[src/rtl/axi_burst_master.sv]
// rtl/axi_burst_master.sv - single-outstanding AXI3 burst master with read skid register and timeout abort
module axi_burst_master #(
    parameter int MAX_LEN = 3,
    parameter int TIMEOUT = 1023
) (
    input  logic        ACLK,
    input  logic        ARESETn,
    input  logic        req_valid,
    output logic        req_ready,
    input  logic        req_write,
    input  logic [31:0] req_addr,
    input  logic [3:0]  req_len,
    input  logic        wd_valid,
    output logic        wd_ready,
    input  logic [31:0] wd_data,
    input  logic [3:0]  wd_strb,
    output logic        rd_valid,
    input  logic        rd_ready,
    output logic [31:0] rd_data,
    output logic        rd_last,
    output logic        done,
    output logic        done_err,
    output logic [31:0] M_AWADDR,
    output logic [3:0]  M_AWLEN,
    output logic [2:0]  M_AWSIZE,
    output logic [1:0]  M_AWBURST,
    output logic        M_AWVALID,
    input  logic        M_AWREADY,
    output logic [31:0] M_WDATA,
    output logic [3:0]  M_WSTRB,
    output logic        M_WVALID,
    input  logic        M_WREADY,
    output logic        M_WLAST,
    input  logic [1:0]  M_BRESP,
    input  logic        M_BVALID,
    output logic        M_BREADY,
    output logic [31:0] M_ARADDR,
    output logic [3:0]  M_ARLEN,
    output logic [2:0]  M_ARSIZE,
    output logic [1:0]  M_ARBURST,
    output logic        M_ARVALID,
    input  logic        M_ARREADY,
    input  logic [31:0] M_RDATA,
    input  logic [1:0]  M_RRESP,
    input  logic        M_RVALID,
    output logic        M_RREADY,
    input  logic        M_RLAST
);

    localparam int TW = $clog2(TIMEOUT + 1);

    typedef enum logic [2:0] {S_IDLE, S_AW, S_W, S_B, S_AR, S_R} state_t;

    state_t         state_q, state_d;
    logic [31:0]    addr_q;
    logic [3:0]     len_q;
    logic [3:0]     len_clamped;
    logic [3:0]     wcnt_q;
    logic [3:0]     rcnt_q;
    logic [31:0]    wdata_q;
    logic [3:0]     wstrb_q;
    logic           wvalid_q;
    logic           wlast_q;
    logic           wd_all_q;
    logic           rd_valid_q;
    logic [31:0]    rd_data_q;
    logic           rd_last_q;
    logic           rd_end_q;
    logic           r_all_q;
    logic           r_err_q;
    logic [TW-1:0]  tmo_cnt_q;

    logic tmo_hit;
    logic req_hs, aw_hs, w_hs, b_hs, ar_hs, r_hs, wd_hs, rd_pop, any_hs;
    logic wd_is_last;
    logic r_is_final, r_end_beat;

    assign len_clamped = (req_len > 4'(MAX_LEN)) ? 4'(MAX_LEN) : req_len;

    // Abort fires in the cycle the idle counter saturates; every valid/ready is masked then.
    assign tmo_hit   = (state_q != S_IDLE) && (tmo_cnt_q == TW'(TIMEOUT));

    assign req_ready = (state_q == S_IDLE) && ARESETn;
    assign M_AWVALID = (state_q == S_AW) && !tmo_hit;
    assign M_ARVALID = (state_q == S_AR) && !tmo_hit;
    assign M_WVALID  = wvalid_q && !tmo_hit;
    assign M_BREADY  = (state_q == S_B) && !tmo_hit;
    assign M_RREADY  = (state_q == S_R) && !r_all_q && (!rd_valid_q || rd_ready) && !tmo_hit;
    assign wd_ready  = (state_q == S_W) && !wd_all_q && (!M_WVALID || M_WREADY) && !tmo_hit;
    assign rd_valid  = rd_valid_q && !tmo_hit;

    assign M_AWADDR  = addr_q;
    assign M_AWLEN   = len_q;
    assign M_AWSIZE  = 3'b010;
    assign M_AWBURST = 2'b01;
    assign M_ARADDR  = addr_q;
    assign M_ARLEN   = len_q;
    assign M_ARSIZE  = 3'b010;
    assign M_ARBURST = 2'b01;
    assign M_WDATA   = wdata_q;
    assign M_WSTRB   = wstrb_q;
    assign M_WLAST   = wlast_q;
    assign rd_data   = rd_data_q;
    assign rd_last   = rd_last_q;

    assign req_hs = req_valid && req_ready;
    assign aw_hs  = M_AWVALID && M_AWREADY;
    assign w_hs   = M_WVALID && M_WREADY;
    assign b_hs   = M_BVALID && M_BREADY;
    assign ar_hs  = M_ARVALID && M_ARREADY;
    assign r_hs   = M_RVALID && M_RREADY;
    assign wd_hs  = wd_valid && wd_ready;
    assign rd_pop = rd_valid && rd_ready;
    assign any_hs = aw_hs || w_hs || b_hs || ar_hs || r_hs;

    // A beat loaded while the register still holds an outgoing beat is the next index.
    assign wd_is_last = ((wcnt_q + {3'b000, wvalid_q}) == len_q);

    // The read burst ends on RLAST or on the expected final beat, whichever comes first.
    assign r_is_final = (rcnt_q == len_q);
    assign r_end_beat = M_RLAST || r_is_final;

    // State register.
    always_ff @(posedge ACLK) begin
        if (!ARESETn) state_q <= S_IDLE;
        else          state_q <= state_d;
    end

    // Next-state logic and completion pulse.
    always_comb begin
        state_d  = state_q;
        done     = 1'b0;
        done_err = 1'b0;
        if (tmo_hit) begin
            state_d  = S_IDLE;
            done     = 1'b1;
            done_err = 1'b1;
        end else begin
            case (state_q)
                S_IDLE: if (req_hs) state_d = req_write ? S_AW : S_AR;
                S_AW:   if (aw_hs) state_d = S_W;
                S_W:    if (w_hs && (wcnt_q == len_q)) state_d = S_B;
                S_B: begin
                    if (b_hs) begin
                        done     = 1'b1;
                        done_err = (M_BRESP != 2'b00);
                        state_d  = S_IDLE;
                    end
                end
                S_AR:   if (ar_hs) state_d = S_R;
                S_R: begin
                    if (rd_pop && rd_end_q) begin
                        done     = 1'b1;
                        done_err = r_err_q;
                        state_d  = S_IDLE;
                    end
                end
                default: state_d = S_IDLE;
            endcase
        end
    end

    // Request latch, write beat register, read skid register, beat counters and idle timer.
    always_ff @(posedge ACLK) begin
        if (!ARESETn) begin
            addr_q     <= '0;
            len_q      <= '0;
            wcnt_q     <= '0;
            rcnt_q     <= '0;
            wdata_q    <= '0;
            wstrb_q    <= '0;
            wvalid_q   <= 1'b0;
            wlast_q    <= 1'b0;
            wd_all_q   <= 1'b0;
            rd_valid_q <= 1'b0;
            rd_data_q  <= '0;
            rd_last_q  <= 1'b0;
            rd_end_q   <= 1'b0;
            r_all_q    <= 1'b0;
            r_err_q    <= 1'b0;
            tmo_cnt_q  <= '0;
        end else begin
            if ((state_q == S_IDLE) || any_hs || tmo_hit)
                tmo_cnt_q <= '0;
            else if (tmo_cnt_q != TW'(TIMEOUT))
                tmo_cnt_q <= tmo_cnt_q + TW'(1);

            if (req_hs) begin
                addr_q   <= req_addr;
                len_q    <= len_clamped;
                wcnt_q   <= '0;
                rcnt_q   <= '0;
                wd_all_q <= 1'b0;
                r_all_q  <= 1'b0;
                r_err_q  <= 1'b0;
                rd_end_q <= 1'b0;
            end

            if (wd_hs) begin
                wdata_q  <= wd_data;
                wstrb_q  <= wd_strb;
                wvalid_q <= 1'b1;
                wlast_q  <= wd_is_last;
                wd_all_q <= wd_is_last;
            end else if (w_hs) begin
                wvalid_q <= 1'b0;
                wlast_q  <= 1'b0;
            end
            if (w_hs) wcnt_q <= wcnt_q + 4'd1;

            if (r_hs) begin
                rd_valid_q <= 1'b1;
                rd_data_q  <= M_RDATA;
                rd_last_q  <= M_RLAST;
                rd_end_q   <= r_end_beat;
                r_all_q    <= r_end_beat;
                r_err_q    <= r_err_q || (M_RLAST != r_is_final) || (M_RRESP != 2'b00);
                rcnt_q     <= rcnt_q + 4'd1;
            end else if (rd_pop) begin
                rd_valid_q <= 1'b0;
            end

            if (tmo_hit) begin
                wvalid_q   <= 1'b0;
                wlast_q    <= 1'b0;
                rd_valid_q <= 1'b0;
            end
        end
    end

endmodule
[config.mk]
export PLATFORM = sky130hd
export DESIGN_NAME = axi_burst_master
export DESIGN_NICKNAME = d
export VERILOG_FILES = /design/src/rtl/axi_burst_master.sv
export SDC_FILE = /design/constraint.sdc
export NUM_CORES = 1
export LEC_CHECK = 0
export ABC_AREA = 1
export ABC_CLOCK_PERIOD_IN_PS = 2000
export BUFFER_PORTS_ARGS = -buffer_cell sky130_fd_sc_hd__buf_2
export CAP_MARGIN = 40
export CORE_UTILIZATION = 30
export CTS_CLUSTER_SIZE = 24
export DETAILED_ROUTE_END_ITERATION = 10
export PLACE_DENSITY = 0.55
export SYNTH_ARGS = -nofsm -noshare
export SYNTH_HDL_FRONTEND = slang
export SYNTH_SLANG_ARGS = --single-unit
[constraint.sdc]
create_clock -name ACLK -period 2 [get_ports ACLK]
set_input_delay 0.3 -clock ACLK [delete_from_list [all_inputs] [get_ports ACLK]]
set_output_delay 0.3 -clock ACLK [all_outputs]
set_load 0.01 [all_outputs]
==> results of run 1 <==
what timing repair did:
action                                  in CTS  in global routing
pin swaps                                    5                  5
endpoints found under the setup margin       6                 83
resized for setup                           10                 15
setup buffers                                7                  3
hold endpoints to repair                     0                  0
layout make-up:
class | count | area (µm²)
inverters | 33 | 129
multi-input cells | 495 | 2450
repair buffers | 295 | 1600
clock buffers | 18 | 439
fillers | 1897 | 10400
well taps | 229 | 287
flip-flops and latches | 132 | 2650
clock inverters | 14 | 226
Yosys cell counts (6+ instances only):
| library cell | instances | area share, % |
|---|---|---|
| buf_2 | 7 | 0.62 |
| clkbuf_1 | 19 | 1.3 |
| xnor2_1 | 14 | 2.2 |
| nand4_1 | 6 | 0.66 |
| inv_1 | 28 | 1.9 |
| buf_4 | 48 | 6.4 |
| a21oi_1 | 88 | 7.8 |
| nor2_1 | 28 | 1.9 |
| dfxtp_1 | 132 | 47 |
| buf_6 | 6 | 1.2 |
| nand2_1 | 247 | 16 |
| o21ai_0 | 8 | 0.71 |
| ha_1 | 6 | 1.3 |
| nand3_1 | 52 | 4.6 |
flip-flops by register name (all words and copies together), names as in the netlist:
signal,count
tmo_cnt_q,10
r_err_q,1
M_WSTRB,4
state_q,3
wvalid_q,1
r_all_q,1
M_WDATA,32
rd_data,32
wcnt_q,4
M_ARLEN,4
rd_last,1
M_ARADDR,32
rcnt_q,4
M_WLAST,1
wd_all_q,1
rd_valid_q,1
cells by family (layout without fill, tap and decap cells):
logic type	Yosys count	count (layout)
DFF	132	132
buffers and inverters	114	360
and+or+nand+nor	357	357
xor gates and xnor gates	18	18
other	2	10
adders and majority gates	6	6
AOI/OAI and AO/OA	104	104
layer usage:
metal | up-vias | global-route usage (%) | routed length, µm
li1 | 2787 | - | -
met1 | 2384 | 20.3 | 6940
met2 | 194 | 27.7 | 7880
met3 | 8 | 6.18 | 1220
met4 | 0 | 4.33 | 142
met5 | - | 0 | 0
placed cells by master, fill, tap and decap left out, types with 10 or more instances in the layout:
cell type and count:
xnor2_1 14, dfxtp_1 128, nand2_1 245, conb_1 10, a21oi_1 88, inv_1 27, clkbuf_16 17, nand3_1 50
nor2_1 26, buf_2 270, buf_4 18
how the worst min path moves through the flow:
| stage | startpoint | endpoint | slack [ps] | depth (start not counted) |
|---|---|---|---|---|
| after CTS | req_addr[26] | M_ARADDR[26]$_SDFFE_PN0P_ | 50 | 3 |
| after global routing | req_addr[0] | M_ARADDR[0]$_SDFFE_PN0P_ | 60 | 3 |
| after global placement | M_WDATA[8]$_SDFFE_PN0P_ | M_WDATA[8]$_SDFFE_PN0P_ | 450 | 2 |
| after floorplan | req_addr[0] | M_ARADDR[0]$_SDFFE_PN0P_ | 410 | 2 |
| after detailed placement | rd_data[31]$_SDFFE_PN0P_ | rd_data[31]$_SDFFE_PN0P_ | 450 | 2 |
| final | req_addr[26] | M_ARADDR[26]$_SDFFE_PN0P_ | 80 | 3 |
through the flow:
| stage | total power, mW | utilization (%) | cells | hold slack [ps] | worst slack, ps |
|---|---|---|---|---|---|
| after global placement | 5.13 | 38.1 | 1175 | 448 | 115 |
| final | 8.63 | 42.7 | 1216 | 76.8 | -79.2 |
| after CTS | 8.72 | 42.3 | 1214 | 51.2 | -147 |
| after global routing | 9.10 | 42.7 | 1216 | 61.4 | -227 |
| after floorplan | 4.51 | - | 741 | 411 | 221 |
| after detailed placement | 5.13 | 38.1 | 1175 | 453 | 46.9 |
worst max-delay path: stages (launching register included):
cell     delay, ps
dfxtp_2        350
ha_4           150
nand2_4         50
nor2_4         130
nand3_4        110
nor2_8         160
buf_4          140
nor3_4          40
nand2_1         60
inv_1           30
buf_2          140
power by group:
part	internal [mW]	leakage [nW]	switching, mW
Clock	2.26	0.317	1.23
Combinational	0.783	2.43	1.16
Sequential	2.95	1.07	0.239
Total	6.00	3.82	2.63
==> metrics.md, run 1 <==
| Metric | Value |
|---|---|
| Final antenna diode count | `0` |
| Die W | `139 µm` |
| Crit Path Max Fanout | `5` |
| Reg2reg end | `state_q[1]$_SDFFE_PP0P_` |
| Hold Crit Class | `in2reg` |
| Routed WL | `16200 µm` |
| Setup CP Type | `reg2out` |
| Post-Synth Adder-Cell Area | `1.33%` |
| Vias after detailed routing | `5373` |
| R2R setup slack | `120 ps` |
| CTS clk-pin slew, worst paths | `60 ps` |
| Port Buf Inserts | `271` |
| 1st-pass router iterations | `8` |
| Layout cell share with drive strength beyond 1 | `36.6%` |
| Startpoint type of the worst setup path | `flop` |
| Total clock sinks | `132` |
| Clock Skew | `12.3 ps` |
| Max-cap violations | `0` |
| Antenna viol nets, final | `0` |
| Compound-Gate Fraction of Synth Area | `9.57%` |
| Netlist cell types | `38` |
| Fraction of registers with async set/reset | `0%` |
| GPL Wtd Cong | `0.864` |
| Number of synthesized flops with an enable pin | `0` |
| Num CTS Buffers | `17` |
| Die Area | `19400 µm²` |
| Yosys reg bits | `132` |
| CP startpoint | `tmo_cnt_q[1]$_SDFFE_PP0P_` |
| Final HPWL DP | `11500 µm` |
| Vias in the first global route | `4964` |
| Layout area overhead | `37.8%` |
| Clock latency on the worst-skew pair | `410 ps` |
| Nets | `1100` |
| Initial Util | `31.0%` |
| Arr. time, crit path | `1780 ps` |
| Initial antenna violation count | `0` |
| Iteration-0 DRC Markers | `215` |
| Total track usage | `16.7%` |
| Post-layout min period | `2080 ps` |
| Final period util | `104%` |
| Worst r2r src | `tmo_cnt_q[1]$_SDFFE_PP0P_` |
| Slew Viols, Final | `0` |
| Post-Syn Area per Cell | `7.70 µm²` |
| Core Rows | `49` |
| Cell Area, Synth | `5650 µm²` |
| Final worst slack | `-79.2 ps` |
| Clock root cell | `clkbuf_16` |
| Die Ht | `139 µm` |
| Post-DR wirelength/cell | `13.3 µm` |
| Hold Fails Final Rpt | `0` |
| Final Cell Area | `7780 µm²` |
| # hold bufs at CTS | `0` |
| Pwr Density | `1110 nW/µm²` |
| Global-route wire length before repair | `25500 µm` |
| Placed Area | `6940 µm²` |
| Req. time, crit path | `1700 ps` |
| Static leakage | `3.82 nW` |
| Multiplexer share of the synthesized area | `0%` |
| Post-Syn Instances | `733` |
| Total negative setup slack | `-286 ps` |
| Synth Area in XOR/XNOR | `2.79%` |
| CTS tree | `built` |
| H-Tree Depth | `4` |
| Max VDD drop | `0.000571 V` |
| Synth Warn # | `0` |
| Remaining global-route overflow | `0` |
| Top Ports | `282` |
| DRC viols | `13` |
| Crit path capture | `wd_ready` |
| R2R depth | `13` |
| Slew at the pin closest to its max-slew limit | `540 ps` |
| Failing checks | `DRC, setup timing` |
| Headroom to the max-slew limit | `64.0%` |
| Largest net degree at the start of global routing | `49` |
| CTS max path bufs | `2` |
| RSZ-0062 raised after global routing | `true` |
| Synth Area in Simple Gates | `27.6%` |
| Register area share after synthesis | `46.8%` |
| Top FF cell, synth | `dfxtp_1` |
| Vias per cell | `4.42` |
| Fmax | `481 MHz` |
| CP endpoint kind | `primary output` |
| Final setup viols | `6` |
| Core Footprint | `18200 µm²` |
| Outcome | `complete, but fails checks` |
| Largest family of logic cells by synthesized area | `simple AND/OR/NAND/NOR gates` |
No activity file was read; power rests on OpenSTA's default activity.
==> run 2: changes to the inputs <==
--- a/config.mk
+++ b/config.mk
@@ -7,7 +7,7 @@
 export LEC_CHECK = 0
 export ABC_AREA = 1
 export ABC_CLOCK_PERIOD_IN_PS = 2000
-export BUFFER_PORTS_ARGS = -buffer_cell sky130_fd_sc_hd__buf_2
+export BUFFER_PORTS_ARGS = -buffer_cell sky130_fd_sc_hd__clkbuf_2
 export CAP_MARGIN = 40
 export CORE_UTILIZATION = 30
 export CTS_CLUSTER_SIZE = 24
==> metrics.md, run 2 (synthesized netlist as in run 1, its figures left out) <==
| Metric | Value |
|---|---|
| Outcome | `complete, but fails checks (unchanged)` |
| Failing checks | `DRC, setup timing (unchanged)` |
| Port Buf Inserts | `271 (unchanged)` |
| Worst r2r src | `tmo_cnt_q[1]$_SDFFE_PP0P_ (unchanged)` |
| GPL Wtd Cong | `0.859 (was 0.864)` |
| Remaining global-route overflow | `0 (unchanged)` |
| Initial antenna violation count | `0 (unchanged)` |
| Cell total after placement | `1176 (was 1175)` |
| Layout area overhead | `37.1% (was 37.8%)` |
| Req. time, crit path | `1700 ps (about the same)` |
| Internal power | `5.74 mW (was 6.00 mW)` |
| CP max-delay cell | `dfxtp_2 (unchanged)` |
| Clock root cell | `clkbuf_16 (unchanged)` |
| CP endpoint kind | `primary output (unchanged)` |
| 1st-pass router iterations | `9 (was 8)` |
| Iteration-0 DRC Markers | `232 (was 215)` |
| RSZ-0062 raised after global routing | `true (unchanged)` |
| CTS tree | `built (unchanged)` |
| Global-route wire length before repair | `25400 µm (was 25500 µm)` |
| Fmax | `480 MHz (was 481 MHz)` |
| Hold Fails Final Rpt | `0 (unchanged)` |
| Nets | `1102 (was 1100)` |
| Num CTS Buffers | `17 (unchanged)` |
| Net switching power figure | `2.61 mW (was 2.63 mW)` |
| # hold bufs at CTS | `0 (unchanged)` |
| Switching Fraction | `31.3% (was 30.5%)` |
| Slew Viols, Final | `0 (unchanged)` |
| Core Footprint | `18200 µm² (unchanged)` |
| DRC viols | `13 (unchanged)` |
| Met3 wire len | `1250 µm (was 1220 µm)` |
| Top Layer Used | `met4 (unchanged)` |
| Clock Skew | `14.8 ps (was 12.3 ps)` |
| Total track usage | `16.6% (was 16.7%)` |
| Arr. time, crit path | `1780 ps (about the same)` |
| Vias per cell | `4.46 (was 4.42)` |
| Post-route insts no fill | `1218 (was 1216)` |
| Startpoint type of the worst setup path | `flop (unchanged)` |
| Reg2reg end | `tmo_cnt_q[1]$_SDFFE_PP0P_ (was state_q[1]$_SDFFE_PP0P_)` |
| Layout cell share with drive strength beyond 1 | `37.0% (was 36.6%)` |
| Clock network fraction of total power | `38.1% (was 40.5%)` |
| Core Util, Final | `42.5% (was 42.7%)` |
| Comb pwr share | `23.5% (was 22.5%)` |
| Die Area | `19400 µm² (unchanged)` |
| Final HPWL DP | `11600 µm (was 11500 µm)` |
| Worst-path cell chain | `ha_4, nand2_4, nor2_4, nand3_4, buf_6, nand3_1, o221ai_1, buf_2 (was ha_4, nand2_4, nor2_4, nand3_4, nor2_8, buf_4, nor3_4, nand2_1, inv_1, buf_2)` |
| Met2 wire length | `7820 µm (was 7880 µm)` |
| Max VDD drop | `0.000703 V (was 0.000571 V)` |
| Static leakage | `3.72 nW (was 3.82 nW)` |
| Die W | `139 µm (unchanged)` |
| Pwr Density | `1080 nW/µm² (was 1110 nW/µm²)` |
| Antenna viol nets, final | `0 (unchanged)` |
| Crit path capture | `done_err (was wd_ready)` |
| Hold Crit Class | `in2reg (unchanged)` |
| Top Ports | `282 (unchanged)` |
| Setup CP Type | `reg2out (unchanged)` |
| Crit Path Max Fanout | `4 (was 5)` |
| CP max stage delay | `360 ps (was 350 ps)` |
| Headroom to the max-slew limit | `57.5% (was 64.0%)` |
| Leading cell types in the layout, fill and taps excluded | `clkbuf_2 (265), nand2_1 (241), dfxtp_1 (130) (was buf_2 (270), nand2_1 (245), dfxtp_1 (128))` |
| Final antenna diode count | `0 (unchanged)` |
| CP startpoint | `tmo_cnt_q[1]$_SDFFE_PP0P_ (unchanged)` |
| Vias in the first global route | `5077 (was 4964)` |
| Clock latency on the worst-skew pair | `420 ps (was 410 ps)` |
| Core Rows | `49 (unchanged)` |
| Max-cap violations | `0 (unchanged)` |
| Met1 WL | `6840 µm (was 6940 µm)` |
| H-Tree Depth | `4 (unchanged)` |
| Largest net degree at the start of global routing | `59 (was 49)` |
| CTS max path bufs | `2 (unchanged)` |
| Final worst slack | `-84.0 ps (was -79.2 ps)` |
| R2R depth | `10 (was 13)` |
| Reg power frac | `38.3% (was 36.9%)` |
| Slew at the pin closest to its max-slew limit | `637 ps (was 540 ps)` |
| Total clock sinks | `132 (unchanged)` |
| Post-DR wirelength/cell | `13.3 µm (about the same)` |
| R2R setup slack | `100 ps (was 120 ps)` |
| Final setup viols | `4 (was 6)` |
| Final period util | `104% (about the same)` |
| Die Ht | `139 µm (unchanged)` |
| Worst hold stages | `3 (unchanged)` |
| Routed WL | `16200 µm (about the same)` |
| CTS clk-pin slew, worst paths | `60 ps (about the same)` |
| Vias after detailed routing | `5436 (was 5373)` |
| Post-layout min period | `2080 ps (about the same)` |
| Most common cell after layout, fill and taps aside | `clkbuf_2 (was buf_2)` |
| Initial Util | `31.0% (unchanged)` |
-- run 2: cell types whose count changed in the layout (fill, tap and decap cells not counted), sizes merged --
cell,previous run,this run
buf,295,32
clkinvlp,2,1
clkbuf,18,284
clkinv,6,9
inv,34,33
bufinv,5,3
-- run 2: what timing repair did --
item / CTS / global route
endpoints found under the setup margin: 9 / 33
buffers inserted: 8 / 2
pin swaps: 4 / 5
resized for setup: 14 / 26
-- run 2: per-stage QoR --
step / hold slack [ps] / cell area, µm² / power [mW] / setup WS, ps / setup TNS (ps)
after floorplan: 411 / 5680 / 4.51 / 221 / 0
after global placement: 451 / 6940 / 5.13 / 48.1 / 0
after detailed placement: 454 / 6940 / 5.13 / 33.4 / 0
after CTS: 53.1 / 7650 / 8.39 / -146 / -390
after global routing: 65.8 / 7740 / 8.81 / -214 / -1150
final: 72.2 / 7740 / 8.35 / -84.0 / -259
-- run 2: routing by layer --
metal	global-route usage [%]	vias up
met3	6.22	16
met1	19.9	2431
li1	-	2794
met4	5.15	0
met5	0	-
met2	27.6	195
-- run 2: power by group through the flow --
stage | Combinational (mW) | Sequential, mW | Clock, mW
after detailed placement | 1.88 | 3.25 | 0
after CTS | 1.92 | 3.20 | 3.27
after global routing | 2.18 | 3.25 | 3.39
after global placement | 1.89 | 3.24 | 0
final | 1.96 | 3.20 | 3.19
after floorplan | 1.18 | 3.33 | 0
-- run 2: critical path, delay by kind of cell (launching register included) --
kind	cells	cell delay, ps
compound gates	1	130
fa+ha+maj	1	150
buf+inv	2	300
flops	1	360
simple gates	4	430
-- run 2: final cells by class --
type,count,area [µm²]
Inverter,33,126
Sequential cell,132,2650
Multi-Input combinational cell,495,2450
Fill cell,1941,10500
Clock inverter,13,158
Tap cell,229,287
Clock buffer,19,443
Timing Repair Buffer,297,1630
-- run 2: worst min path at each step --
stage / startpoint / end
after floorplan: req_addr[0] / M_ARADDR[0]$_SDFFE_PN0P_
after global placement: M_WDATA[8]$_SDFFE_PN0P_ / M_WDATA[8]$_SDFFE_PN0P_
after detailed placement: rd_data[1]$_SDFFE_PN0P_ / rd_data[1]$_SDFFE_PN0P_
after CTS: req_addr[26] / M_ARADDR[26]$_SDFFE_PN0P_
after global routing: req_addr[0] / M_ARADDR[0]$_SDFFE_PN0P_
final: req_addr[26] / M_ARADDR[26]$_SDFFE_PN0P_
